===== config.mk =====
export PLATFORM = sky130hd
export DESIGN_NAME = window_sched
export DESIGN_NICKNAME = d
export VERILOG_FILES = /design/src/rtl/window_sched.sv
export SDC_FILE = /design/constraint.sdc
export NUM_CORES = 1
export LEC_CHECK = 0
export ABC_AREA = 1
export CORE_ASPECT_RATIO = 1.4
export CORE_MARGIN = 5
export CORE_UTILIZATION = 35
export DETAILED_ROUTE_END_ITERATION = 8
export PLACE_DENSITY = 0.62
export SLEW_MARGIN = 5
export SYNTH_ARGS = -nofsm -noshare
export SYNTH_HDL_FRONTEND = slang
export SYNTH_SLANG_ARGS = --single-unit
export TNS_END_PERCENT = 20

===== constraint.sdc =====
create_clock -name clk -period 4.6 [get_ports clk]
set_input_delay 1.15 -clock clk [delete_from_list [all_inputs] [get_ports clk]]
set_output_delay 1.15 -clock clk [all_outputs]
set_load 0.1 [all_outputs]

===== src/rtl/window_sched.sv =====
// Sliding K x K window scheduler: gathers one pixel column per cycle from K row
// lanes and emits one window per column once K columns of a stripe are present.
//
// state | meaning
// ------+---------------------------------------------------------------
// IDLE  | waiting for start, lanes not ready
// FILL  | loading the first K-1 columns of a stripe, no output
// RUN   | each accepted column produces one window on m_axis
// DONE  | frame complete, waiting for the last window to drain
module window_sched #(
    parameter int KERNEL_SIZE = 3,
    parameter int DATA_WIDTH  = 8,
    parameter int IMG_WIDTH   = 16,
    parameter int IMG_HEIGHT  = 16,
    parameter int CNT_WIDTH   = 8
) (
    input  logic                                     clk,
    input  logic                                     rstn,
    input  logic                                     start,
    input  logic [KERNEL_SIZE*DATA_WIDTH-1:0]        lane_tdata,
    input  logic [KERNEL_SIZE-1:0]                   lane_tvalid,
    output logic [KERNEL_SIZE-1:0]                   lane_tready,
    output logic [KERNEL_SIZE*KERNEL_SIZE*DATA_WIDTH-1:0] m_axis_tdata,
    output logic                                     m_axis_tvalid,
    input  logic                                     m_axis_tready,
    output logic                                     m_axis_tlast,
    output logic                                     m_axis_tuser,
    output logic                                     busy,
    output logic                                     frame_done
);

    localparam int COL_W = KERNEL_SIZE * DATA_WIDTH;
    localparam int WIN_W = KERNEL_SIZE * COL_W;

    localparam logic [CNT_WIDTH-1:0] LAST_COL     = CNT_WIDTH'(IMG_WIDTH - 1);
    localparam logic [CNT_WIDTH-1:0] FILL_END_COL = CNT_WIDTH'(KERNEL_SIZE - 2);
    localparam logic [CNT_WIDTH-1:0] FIRST_WIN_COL = CNT_WIDTH'(KERNEL_SIZE - 1);
    localparam logic [CNT_WIDTH-1:0] LAST_STRIPE  = CNT_WIDTH'(IMG_HEIGHT - KERNEL_SIZE);

    typedef enum logic [1:0] {
        IDLE = 2'd0,
        FILL = 2'd1,
        RUN  = 2'd2,
        DONE = 2'd3
    } state_t;

    state_t               state;
    state_t               state_nxt;
    logic [CNT_WIDTH-1:0] col_cnt;
    logic [CNT_WIDTH-1:0] stripe_cnt;
    logic [WIN_W-1:0]     win;
    logic [WIN_W-1:0]     win_shift;
    logic                 out_free;
    logic                 accept_en;
    logic                 accept;
    logic                 col_last;
    logic                 frame_done_nxt;

    always_comb begin
        out_free       = !m_axis_tvalid || m_axis_tready;
        accept_en      = (state == FILL) || ((state == RUN) && out_free);
        accept         = accept_en && (&lane_tvalid);
        lane_tready    = {KERNEL_SIZE{accept}};
        col_last       = (col_cnt == LAST_COL);
        // Oldest column drops off the low end; the new column enters at the top.
        win_shift      = {lane_tdata, win[WIN_W-1:COL_W]};
        busy           = (state != IDLE);
        frame_done_nxt = 1'b0;
        state_nxt      = state;
        case (state)
            IDLE: begin
                if (start) state_nxt = FILL;
            end
            FILL: begin
                if (accept && (col_cnt == FILL_END_COL)) state_nxt = RUN;
            end
            RUN: begin
                if (accept && col_last)
                    state_nxt = (stripe_cnt == LAST_STRIPE) ? DONE : FILL;
            end
            DONE: begin
                if (out_free) begin
                    frame_done_nxt = 1'b1;
                    state_nxt      = IDLE;
                end
            end
            default: state_nxt = IDLE;
        endcase
    end

    always_ff @(posedge clk) begin
        if (!rstn) state <= IDLE;
        else       state <= state_nxt;
    end

    always_ff @(posedge clk) begin
        if (!rstn) begin
            col_cnt       <= '0;
            stripe_cnt    <= '0;
            win           <= '0;
            m_axis_tdata  <= '0;
            m_axis_tvalid <= 1'b0;
            m_axis_tlast  <= 1'b0;
            m_axis_tuser  <= 1'b0;
            frame_done    <= 1'b0;
        end else begin
            frame_done <= frame_done_nxt;

            if ((state == IDLE) && start) begin
                col_cnt    <= '0;
                stripe_cnt <= '0;
            end else if (accept) begin
                win <= win_shift;
                if (col_last) begin
                    col_cnt    <= '0;
                    stripe_cnt <= stripe_cnt + CNT_WIDTH'(1);
                end else begin
                    col_cnt <= col_cnt + CNT_WIDTH'(1);
                end
            end

            // A reload in the same cycle as a handshake keeps tvalid high.
            if (accept && (state == RUN)) begin
                m_axis_tdata  <= win_shift;
                m_axis_tvalid <= 1'b1;
                m_axis_tlast  <= col_last;
                m_axis_tuser  <= (stripe_cnt == '0) && (col_cnt == FIRST_WIN_COL);
            end else if (m_axis_tready) begin
                m_axis_tvalid <= 1'b0;
            end
        end
    end

endmodule


# ---- Word level (Yosys, flattened, before mapping)
# Index checks and enable logic that the tools add are counted.
dict set report word_totals {
  latch_bits 0
  mem_count 0
  romBits 0
  inputBits 31
  ram_bits 0
  elab_cells 54
  reg_bits 166
  output_inout_bits 80
}
dict set report op_classes {
  n_addsub 2
  muxes 10
  n_reduce_logical 20
  n_eq_ne 11
  shift 0
  n_lt_le_gt_ge 0
  div 0
  multipliers 0
  n_bitwise 2
}
# cell n
set ops {}
lappend ops {{$add A8 B1 Y8 const B} 2}
lappend ops {{$eq A8 B4 Y1 const B} 2}
lappend ops {{$mux W2} 5}
lappend ops {{$eq A8 B1 Y1 const B} 1}
lappend ops {{$eq A8 B2 Y1 const B} 1}
lappend ops {{$logic_not A8 Y1} 1}
lappend ops {{$mux W8} 1}
lappend ops {{$pmux W2 S4} 1}
lappend ops {{$logic_and A1 B1 Y1} 7}
lappend ops {{$ne A2 B2 Y1 const B} 3}
lappend ops {{$reduce_and A2 Y1} 3}
lappend ops {{$eq A2 B2 Y1 const B} 2}
lappend ops {{$reduce_and A4 Y1} 1}
lappend ops {{$reduce_bool A2 Y1} 2}
lappend ops {{$mux W1} 3}
lappend ops {{$reduce_and A3 Y1} 1}
lappend ops {{$eq A2 B1 Y1 const B} 1}
lappend ops {{$logic_not A2 Y1} 1}
lappend ops {{$logic_or A1 B1 Y1} 2}
lappend ops {{$ne A2 B1 Y1 const B} 1}
lappend ops {{$not A1 Y1} 2}
lappend ops {{$reduce_or A2 Y1} 1}
lappend ops {{$logic_not A1 Y1} 1}

# ---- Depth between registers and ports, before layout
# Gate-level depths: netlist (run 1).
dict set report logic_depth {
  depth_word 8
  ltp_mapped 11
  mapped_depth_nobuf 9
}

# ---- Worst setup path before layout (run 1)
# No wires, ideal clock.
dict set report synth_path {
  path_kind {input -> output}
  startpoint {input m_axis_tready}
  endpoint {output lane_tready[0]}
  stages 9
  path_slack_ns 1.311
  arrival_time_ns 2.139
  path_buffers 3
  path_cell_list {inv_1 > nand2_1 > nand2_2 > nand2_2 > nand2_4 > buf_6 > inv_4 > buf_2 > buf_4}
}
dict set report synth_via {
  elab_chain_len 4
}
# item line
set synth_rtl {}
lappend synth_rtl {{start: declaration} 25} ;# input logic m_axis_tready,
lappend synth_rtl {{$logic_or A1 B1 Y1} 60} ;# out_free = !m_axis_tvalid || m_axis_tready;
lappend synth_rtl {{$logic_and A1 B1 Y1} 61} ;# accept_en = (state == FILL) || ((state == RUN) && out_free);
lappend synth_rtl {{$logic_or A1 B1 Y1} 61}
lappend synth_rtl {{$logic_and A1 B1 Y1} 62} ;# accept = accept_en && (&lane_tvalid);
lappend synth_rtl {{end: declaration} 22} ;# output logic [KERNEL_SIZE-1:0] lane_tready,
# Every way passes these cells.

# ---- Worst setup path in the final report (run 1)
dict set report layout_path {
  startpoint {input m_axis_tready}
  endpoint {output lane_tready[1]}
}
# The elaborated chain is that of the path after synthesis.

==> results.yml, run 1 <==
timing:
  fin_crit_ns: 3.54
  fin_ws_ns: 1.06
  hold_violations: 0
  fin_setup_tns_ns: 0
  drv_slew: 0
  setup_viol: 0
  max_slew_margin_pct: 31.5
  tightest_slew_ns: 1.02
  rsz0062_at_grt: "false"
  fmax_mhz: 282
  fin_skew_ns: 0.00539
  fin_crit_sh_pct: 77.0
detailed_routing:
  routed-via-count: 4620
  drt-total-wl_um: 13900
  drc: 0
  first_pass_iters: 4
  viasPerCell: 4.59
  ant_nets: 0
  wl_per_cell_um: 13.8
  drt_iter0_markers: 271
place:
  hpwl_um: 9130
  place_ws_ns: 1.04
  post_dp_cell_area_um2: 6570
  gp_congestion: 0.799
  port_buffers: 110
power_and_ir_drop:
  swShare_pct: 30.9
  switchingPower_mw: 1.02
  vdd_drop_max_v: 0.000367
  p_int_mw: 2.29
  share_comb_of_total_power_pct: 18.6
  leakage_nw: 2.95
  power_density_nw_per_um2: 463
  seqPwrFrac_pct: 41.1
  p_clk_share_pct: 40.3
  totalPowerFinal_mw: 3.31
yosys:
  syn_inst: 709
  synth_top_cell_by_area: "dfxtp_1"
  postSynthAreaPerCell_um2: 7.72
  synthTopCellsByCount: "nor2_1, dfxtp_1, o21ai_0"
  yosys.area.top_type_share_pct: 51.9
  yosysWarnings: 0
  synth-async-reset-ratio_pct: 0
  synth_fp_nets: 746
  ys.flop_type: "dfxtp_1"
  syn_area_um2: 5480
  post-synth-top-count-cell: "nor2_1"
  seq_area_frac_synth_pct: 51.9
  yosysUniqueCellTypes: 29
  synth_edf_count: 0
  synthTopCellsByArea: "dfxtp_1, nor2_1, o21ai_0"
  ys_ff_latch: 142
outcome:
  outcome: "finished clean"
cells_and_area:
  fin_area_um2: 7160
  diodes: 0
  fillerInstances: 1585
  multi_input_area_um2: 2200
  area_delta_synth_final_pct: 30.7
  regArea_um2: 2840
  layout-drive-gt1-share_pct: 6.17
  nets: 835
grt:
  grt_start_max_net_pins: 76
  grt_pass1_wl_um: 22800
  antenna_found_initial: 0
  grt.total_usage_pct: 15.8
  gr-total-overflow: 0
  grt_pass1_vias: 4474
worst_setup_path:
  r2r_cells: 10
  critPathMaxFanout: 18
  crit_path_start_kind: "input pin"
  cp-end-kind: "output port"
  cp.required_ns: 3.45
  crit_start: "m_axis_tready"
  r2r-end: "m_axis_tdata[52]"
  ff2ff_setup_slack_ns: 2.24
  worstSetupPathType: "in -> out"
  cp.arrival_ns: 2.39
  endpoint: "lane_tready[1]"
  r2r-start: "state[0]"
floorplanning:
  die_area_um2: 18300
  die_h_um: 158
  core_area_um2: 15500
  ioPinCount: 111
  start_util_pct: 35.4
  fp.dieW_um: 116
  rows: 54
hold_path:
  hold_class: "reg -> reg"
flow_run:
  cap_violations: 0
cts:
  numCtsBuffers: 17
  ctsResizeCount: 0
  post-cts-setup-buffers: 0
  ctsLongestPathBuffers: 2
  cts_hold_buffers: 0
  cts_num_sinks: 142
  cts_tree: "yes"
  htreeDepth: 4
  clk_transition_reported_paths_ns: 0.06
  clock_latency_ns: 0.41
  root_buffer: "clkbuf_16"
-- area by class of cell --
cell class	instances	area share, %
Sequential cell	142	39.7
Clock buffer	19	6.19
Timing Repair Buffer	115	16.5
Tap cell	196	3.43
Multi-Input combinational cell	495	30.8
Inverter	27	1.45
Clock inverter	13	1.99
-- through the flow --
stage / util (%) / hold WS (ns) / instances
after floorplan: - / 0.444 / 709
after global placement: 42.5 / 0.453 / 975
after detailed placement: 42.5 / 0.456 / 975
after CTS: 46.3 / 0.468 / 1007
after global routing: 46.3 / 0.497 / 1007
final: 46.3 / 0.469 / 1007
-- logic make-up (layout without fill, tap and decap cells) --
group / after synthesis / count (layout) / synth area share (%)
AO/OA/AOI/OAI: 146 / 146 / 13.5
XOR/XNOR: 6 / 6 / 0.960
adder cells (fa/ha/maj): 6 / 6 / 1.37
buffers and inverters: 72 / 174 / 7.86
flip-flops: 142 / 142 / 51.9
AND/OR/NAND/NOR: 337 / 337 / 24.4
-- flip-flops by register name, indices dropped and copies added (netlist names) --
signal	count
state	2
m_axis_tdata	72
frame_done	1
m_axis_tuser	1
col_cnt	8
win	48
m_axis_tlast	1
m_axis_tvalid	1
stripe_cnt	8
-- metal layers --
| metal | vias up | wire [um] | share of wire [%] | GRT usage (%) |
|---|---|---|---|---|
| met5 | - | 0 | 0 | 0 |
| li1 | 2433 | - | - | - |
| met3 | 13 | 673 | 4.8 | 4.17 |
| met2 | 82 | 6850 | 49 | 27.0 |
| met1 | 2092 | 6210 | 45 | 19.4 |
| met4 | 0 | 153 | 1.1 | 5.03 |
-- worst min-delay path by stage --
stage	from	to	slack (ns)	cells past startpoint
CTS	m_axis_tuser	m_axis_tuser	0.47	2
global route	win[29]	m_axis_tdata[5]	0.50	2
global placement	stripe_cnt[6]	stripe_cnt[6]	0.45	2
finish	m_axis_tuser	m_axis_tuser	0.47	2
floorplan	stripe_cnt[6]	stripe_cnt[6]	0.44	2
detailed placement	m_axis_tuser	m_axis_tuser	0.46	2
-- critical path, stage by stage --
cell             delay, ns
clkdlybuf4s50_1       0.46
inv_1                 0.04
nand2_1               0.10
nand2_2               0.07
nand2_2               0.09
nand2_4               0.06
inv_4                 0.20
buf_12                0.21
-- cells in the final DEF, fill, tap and decap left out, drive strengths merged, types with 6 or more instances in the layout --
cell type      instances
clkinvlp               8
dfxtp                142
clkdlybuf4s50        106
ha                     6
inv                   27
clkbuf                19
nand2                 47
nor2                 266
nand3                 14
o21ai                126
a21oi                 16
buf                    9
-- power by group through the flow --
| stage | Clock [mW] | Sequential [mW] | Combinational [mW] |
|---|---|---|---|
| global route | 1.43 | 1.37 | 0.672 |
| floorplan | 0 | 1.53 | 0.327 |
| detailed placement | 0 | 1.39 | 0.624 |
| CTS | 1.37 | 1.36 | 0.627 |
| finish | 1.34 | 1.36 | 0.617 |
| global placement | 0 | 1.39 | 0.620 |
No activity file was read; power rests on OpenSTA's default activity.
==> inputs of run 2 (changes only) <==
--- a/config.mk
+++ b/config.mk
@@ -10,7 +10,7 @@
 export CORE_MARGIN = 5
 export CORE_UTILIZATION = 35
 export DETAILED_ROUTE_END_ITERATION = 8
-export PLACE_DENSITY = 0.62
+export PLACE_DENSITY = 0.64
 export SLEW_MARGIN = 5
 export SYNTH_ARGS = -nofsm -noshare
 export SYNTH_HDL_FRONTEND = slang
==> constraint.sdc (replaced) <==
create_clock -name clk -period 3.2 [get_ports clk]
set_input_delay 0.8 -clock clk [delete_from_list [all_inputs] [get_ports clk]]
set_output_delay 0.8 -clock clk [all_outputs]
set_load 0.1 [all_outputs]
==> results.yml, run 2 (synthesis results as in run 1) <==
cells_and_area:
  layout_common_cells: "nor2_1, dfxtp_1, o21ai_0"
  layout_commonest_cell: "nor2_1"
  top_regs: "m_axis_tdata x72, win x48"
  largest_register_ff_count: 72
  nets: 837
  regMostFlops: "m_axis_tdata"
  fillerInstances: 1616
  diodes: 0
  fin_area_um2: 6960
  finalNonFillerCells: 1009
  layout-drive-gt1-share_pct: 16.0
  area_delta_synth_final_pct: 27.2
floorplanning:
  die_area_um2: 18300
  rows: 54
  start_util_pct: 35.4
  die_h_um: 158
  fp.dieW_um: 116
  ioPinCount: 111
  core_area_um2: 15500
hold_path:
  hold_class: "reg -> reg"
  holdPathStages: 2
grt:
  grt_pass1_vias: 4519
  gr-total-overflow: 0
  grt_pass1_wl_um: 22100
  antenna_found_initial: 0
  grt.total_usage_pct: 15.1
  grt_start_max_net_pins: 76
outcome:
  outcome: "finished clean"
timing:
  rsz0062_at_grt: "false"
  fin_crit_ns: 2.80
  tightest_slew_ns: 0.623
  fmax_mhz: 357
  hold_violations: 0
  fin_setup_tns_ns: 0
  fin_skew_ns: 0.0117
  max_slew_margin_pct: 58.5
  setup_viol: 0
  fin_crit_sh_pct: 87.4
  drv_slew: 0
place:
  dp.cells: 977
  post_dp_cell_area_um2: 6410
  port_buffers: 110
  gp_congestion: 0.769
  hpwl_um: 8760
cts:
  cts_hold_buffers: 0
  post-cts-setup-buffers: 0
  numCtsBuffers: 17
  clk_transition_reported_paths_ns: 0.05
  cts_num_sinks: 142
  clock_latency_ns: 0.41
  ctsLongestPathBuffers: 2
  ctsResizeCount: 0
  htreeDepth: 4
  cts_tree: "yes"
  root_buffer: "clkbuf_16"
worst_setup_path:
  crit_top_cell: "nand2_2"
  cp-end-kind: "output port"
  cpMaxStageDelayCell: "clkdlybuf4s50_1"
  worstSetupPathType: "in -> out"
  cp.arrival_ns: 2.00
  cp.required_ns: 2.40
  crit_path_start_kind: "input pin"
  critPathMaxFanout: 13
  cp_cell_sequence: "clkdlybuf4s50_1, inv_1, nand2_1, nand2_2, nand2_2, nand2_4, inv_4, buf_12"
  ff2ff_setup_slack_ns: 1.28
  r2r_cells: 7
  slowest_delay_ns: 0.45
power_and_ir_drop:
  switchingPower_mw: 1.52
  power_density_nw_per_um2: 668
  totalPowerFinal_mw: 4.65
  swShare_pct: 32.8
  share_comb_of_total_power_pct: 18.7
  seqPwrFrac_pct: 42.1
  leakage_nw: 3.12
  p_int_mw: 3.13
  p_clk_share_pct: 39.2
  vdd_drop_max_v: 0.000540
detailed_routing:
  drt-total-wl_um: 13200
  ant_nets: 0
  wl_per_cell_um: 13.1
  drc: 0
  drt_iter0_markers: 254
  first_pass_iters: 5
  routed-via-count: 4657
  viasPerCell: 4.62
flow_run:
  cap_violations: 0
-- run 2: cell count changes in the layout (fill, tap and decap cells not counted), sizes merged --
cell | before | now
bufinv | 2 | 0
clkdlybuf4s50 | 106 | 29
clkinvlp | 8 | 5
inv | 27 | 33
buf | 9 | 88
clkinv | 3 | 4
clkbuf | 19 | 17
-- run 2: worst paths after layout --
| kind | start | end |
|---|---|---|
| setup / recovery | m_axis_tready | lane_tready[2] |
| hold / removal | stripe_cnt[6] | stripe_cnt[6] |
| setup reg to reg | state[0] | col_cnt[2] |
| hold reg to reg | stripe_cnt[6] | stripe_cnt[6] |
-- run 2: through the flow --
stage | hold WS, ns | setup slack [ns] | utilization, %
after floorplan | 0.444 | 0.448 | -
after global placement | 0.452 | 0.394 | 41.4
after detailed placement | 0.455 | 0.378 | 41.4
after CTS | 0.471 | 0.390 | 45.0
after global routing | 0.492 | 0.328 | 45.0
final | 0.472 | 0.403 | 45.0
-- run 2: final cells by class --
type | count | area (um^2) | area share, %
flip-flops and latches | 142 | 2840 | 40.8
multi-input cells | 495 | 2200 | 31.6
repair buffers | 117 | 1010 | 14.6
clock buffers | 17 | 425 | 6.11
well taps | 196 | 245 | 3.52
clock inverters | 15 | 130 | 1.87
inverters | 27 | 104 | 1.49
-- run 2: per-layer routing --
layer  share of wire [%]  wire [um]  vias up  GRT usage [%]
met5                   0          0        -              0
met4                0.83        110        0           4.59
met3                 4.9        645        6           4.02
met2                  48       6390      101           25.1
met1                  46       6090     2105           19.1
li1                    -          -     2445              -
-- run 2: critical path: cells and delay by family --
| kind | cells | cell delay (ns) |
|---|---|---|
| buffers and inverters | 4 | 0.80 |
| and+or+nand+nor | 4 | 0.38 |
-- run 2: power groups by stage --
| stage | clock (mW) | sequential [mW] | combinational [mW] |
|---|---|---|---|
| final | 1.82 | 1.96 | 0.870 |
| after global routing | 1.95 | 1.97 | 0.951 |
| after CTS | 1.88 | 1.96 | 0.881 |
| after detailed placement | 0 | 1.99 | 0.879 |
| after global placement | 0 | 1.99 | 0.876 |
| after floorplan | 0 | 2.20 | 0.471 |
==> inputs of run 3 (changes only) <==
--- a/config.mk
+++ b/config.mk
@@ -10,7 +10,8 @@
 export CORE_MARGIN = 5
 export CORE_UTILIZATION = 35
 export DETAILED_ROUTE_END_ITERATION = 8
-export PLACE_DENSITY = 0.64
+export PLACE_DENSITY = 0.62
+export SKIP_CTS_REPAIR_TIMING = 1
 export SLEW_MARGIN = 5
 export SYNTH_ARGS = -nofsm -noshare
 export SYNTH_HDL_FRONTEND = slang
==> constraint.sdc (replaced) <==
create_clock -name clk -period 3.6 [get_ports clk]
set_input_delay 0.9 -clock clk [delete_from_list [all_inputs] [get_ports clk]]
set_output_delay 0.9 -clock clk [all_outputs]
set_load 0.1 [all_outputs]
==> results.yml, run 3 (synthesis results as in run 1) <==
place:
  gp_congestion: 0.822
  place_ws_ns: 0.640
  dp.cells: 978
  port_buffers: 110
  hpwl_um: 9270
worst_setup_path:
  r2r-start: "state[1]"
  cp.required_ns: 2.70
  worstSetupPathType: "in -> out"
  cp.arrival_ns: 2.05
  crit_path_start_kind: "input pin"
  cp-end-kind: "output port"
  critPathMaxFanout: 4
  crit_start: "m_axis_tready"
floorplanning:
  rows: 54
  core_area_um2: 15500
  start_util_pct: 35.4
  ioPinCount: 111
  die_h_um: 158
  fp.dieW_um: 116
  die_area_um2: 18300
timing:
  fin_skew_ns: 0.0112
  fin_ws_ns: 0.649
  max_slew_margin_pct: 34.5
  setup_viol: 0
  hold_violations: 0
  fmax_mhz: 339
  fin_setup_tns_ns: 0
  fin_crit_sh_pct: 82.0
  drv_slew: 0
  rsz0062_at_grt: "false"
  fin_crit_ns: 2.95
  tightest_slew_ns: 0.980
cells_and_area:
  finalNonFillerCells: 1009
  layout_commonest_cell: "nor2_1"
  fillerInstances: 1561
  top_regs: "m_axis_tdata x72, win x48"
  layout-drive-gt1-share_pct: 13.5
  fin_util_pct: 45.5
  largest_register_ff_count: 72
  regMostFlops: "m_axis_tdata"
  diodes: 0
  area_delta_synth_final_pct: 28.7
  nets: 838
  layout_common_cells: "nor2_1, dfxtp_1, o21ai_0"
cts:
  root_buffer: "clkbuf_16"
  cts_num_sinks: 142
  ctsLongestPathBuffers: 2
  cts_tree: "yes"
  clock_latency_ns: 0.41
  htreeDepth: 4
  numCtsBuffers: 17
  clk_transition_reported_paths_ns: 0.06
grt:
  antenna_found_initial: 0
  gr-total-overflow: 0
  grt.total_usage_pct: 15.7
  grt_pass1_wl_um: 22500
  grt_pass1_vias: 4421
  grt_start_max_net_pins: 73
detailed_routing:
  drt_iter0_markers: 253
  drt-total-wl_um: 14000
  first_pass_iters: 4
  viasPerCell: 4.63
  ant_nets: 0
  drc: 0
  routed-via-count: 4671
  wl_per_cell_um: 13.9
power_and_ir_drop:
  vdd_drop_max_v: 0.000527
  leakage_nw: 3.11
  power_density_nw_per_um2: 608
hold_path:
  hold_class: "reg -> reg"
  min_from: "m_axis_tuser"
outcome:
  outcome: "finished clean"
flow_run:
  cap_violations: 0
run 3: cell count changes in the layout (fill, tap and decap cells not counted), sizes merged:
cell	change
bufinv	+3
clkinvlp	-3
buf	-19
clkdlybuf4s50	+20
inv	-5
clkinv	+4
run 3: worst paths after layout:
check / cells after the start / to / slack, ns
setup / recovery: 8 / lane_tready[1] / 0.65
hold / removal: 2 / m_axis_tuser / 0.48
setup reg to reg: 9 / col_cnt[2] / 1.74
hold reg to reg: 2 / m_axis_tuser / 0.48
run 3: area by class of cell:
cell class                 instances  area (um^2)  share of cell area, %
multi-input combinational        495         2200                   31.2
clock buffer                      17          425                   6.04
sequential                       142         2840                   40.3
tap                              196          245                   3.48
inverter                          27          104                   1.47
clock inverter                    14          169                   2.40
timing repair buffer             118         1060                   15.0
run 3: where the power goes:
part           leakage (nW)  switching, mW  internal, mW
clock                 0.289          0.681          1.09
combinational          1.67          0.571         0.209
sequential             1.15         0.0684          1.67
total                  3.11           1.32          2.96
run 3: layer usage:
| layer | GRT usage (%) | up-vias | part of all wire [%] |
|---|---|---|---|
| li1 | - | 2452 | - |
| met1 | 19.8 | 2114 | 47 |
| met2 | 24.9 | 93 | 47 |
| met3 | 4.78 | 12 | 4.6 |
| met4 | 6.25 | 0 | 1.6 |
| met5 | 0 | - | 0 |
run 3: stage by stage:
step,power [mW],hold slack (ns),area (um^2)
floorplan,2.38,0.444,5480
global placement,2.55,0.453,6450
detailed placement,2.56,0.462,6450
CTS,4.33,0.478,7050
global route,4.48,0.501,7050
finish,4.29,0.480,7050
run 3: critical path: stages:
cell,delay [ns]
clkdlybuf4s50_1,0.46
inv_1,0.04
nand2_1,0.13
nand2_2,0.07
nand2_2,0.08
nand2_4,0.07
inv_4,0.12
buf_12,0.18
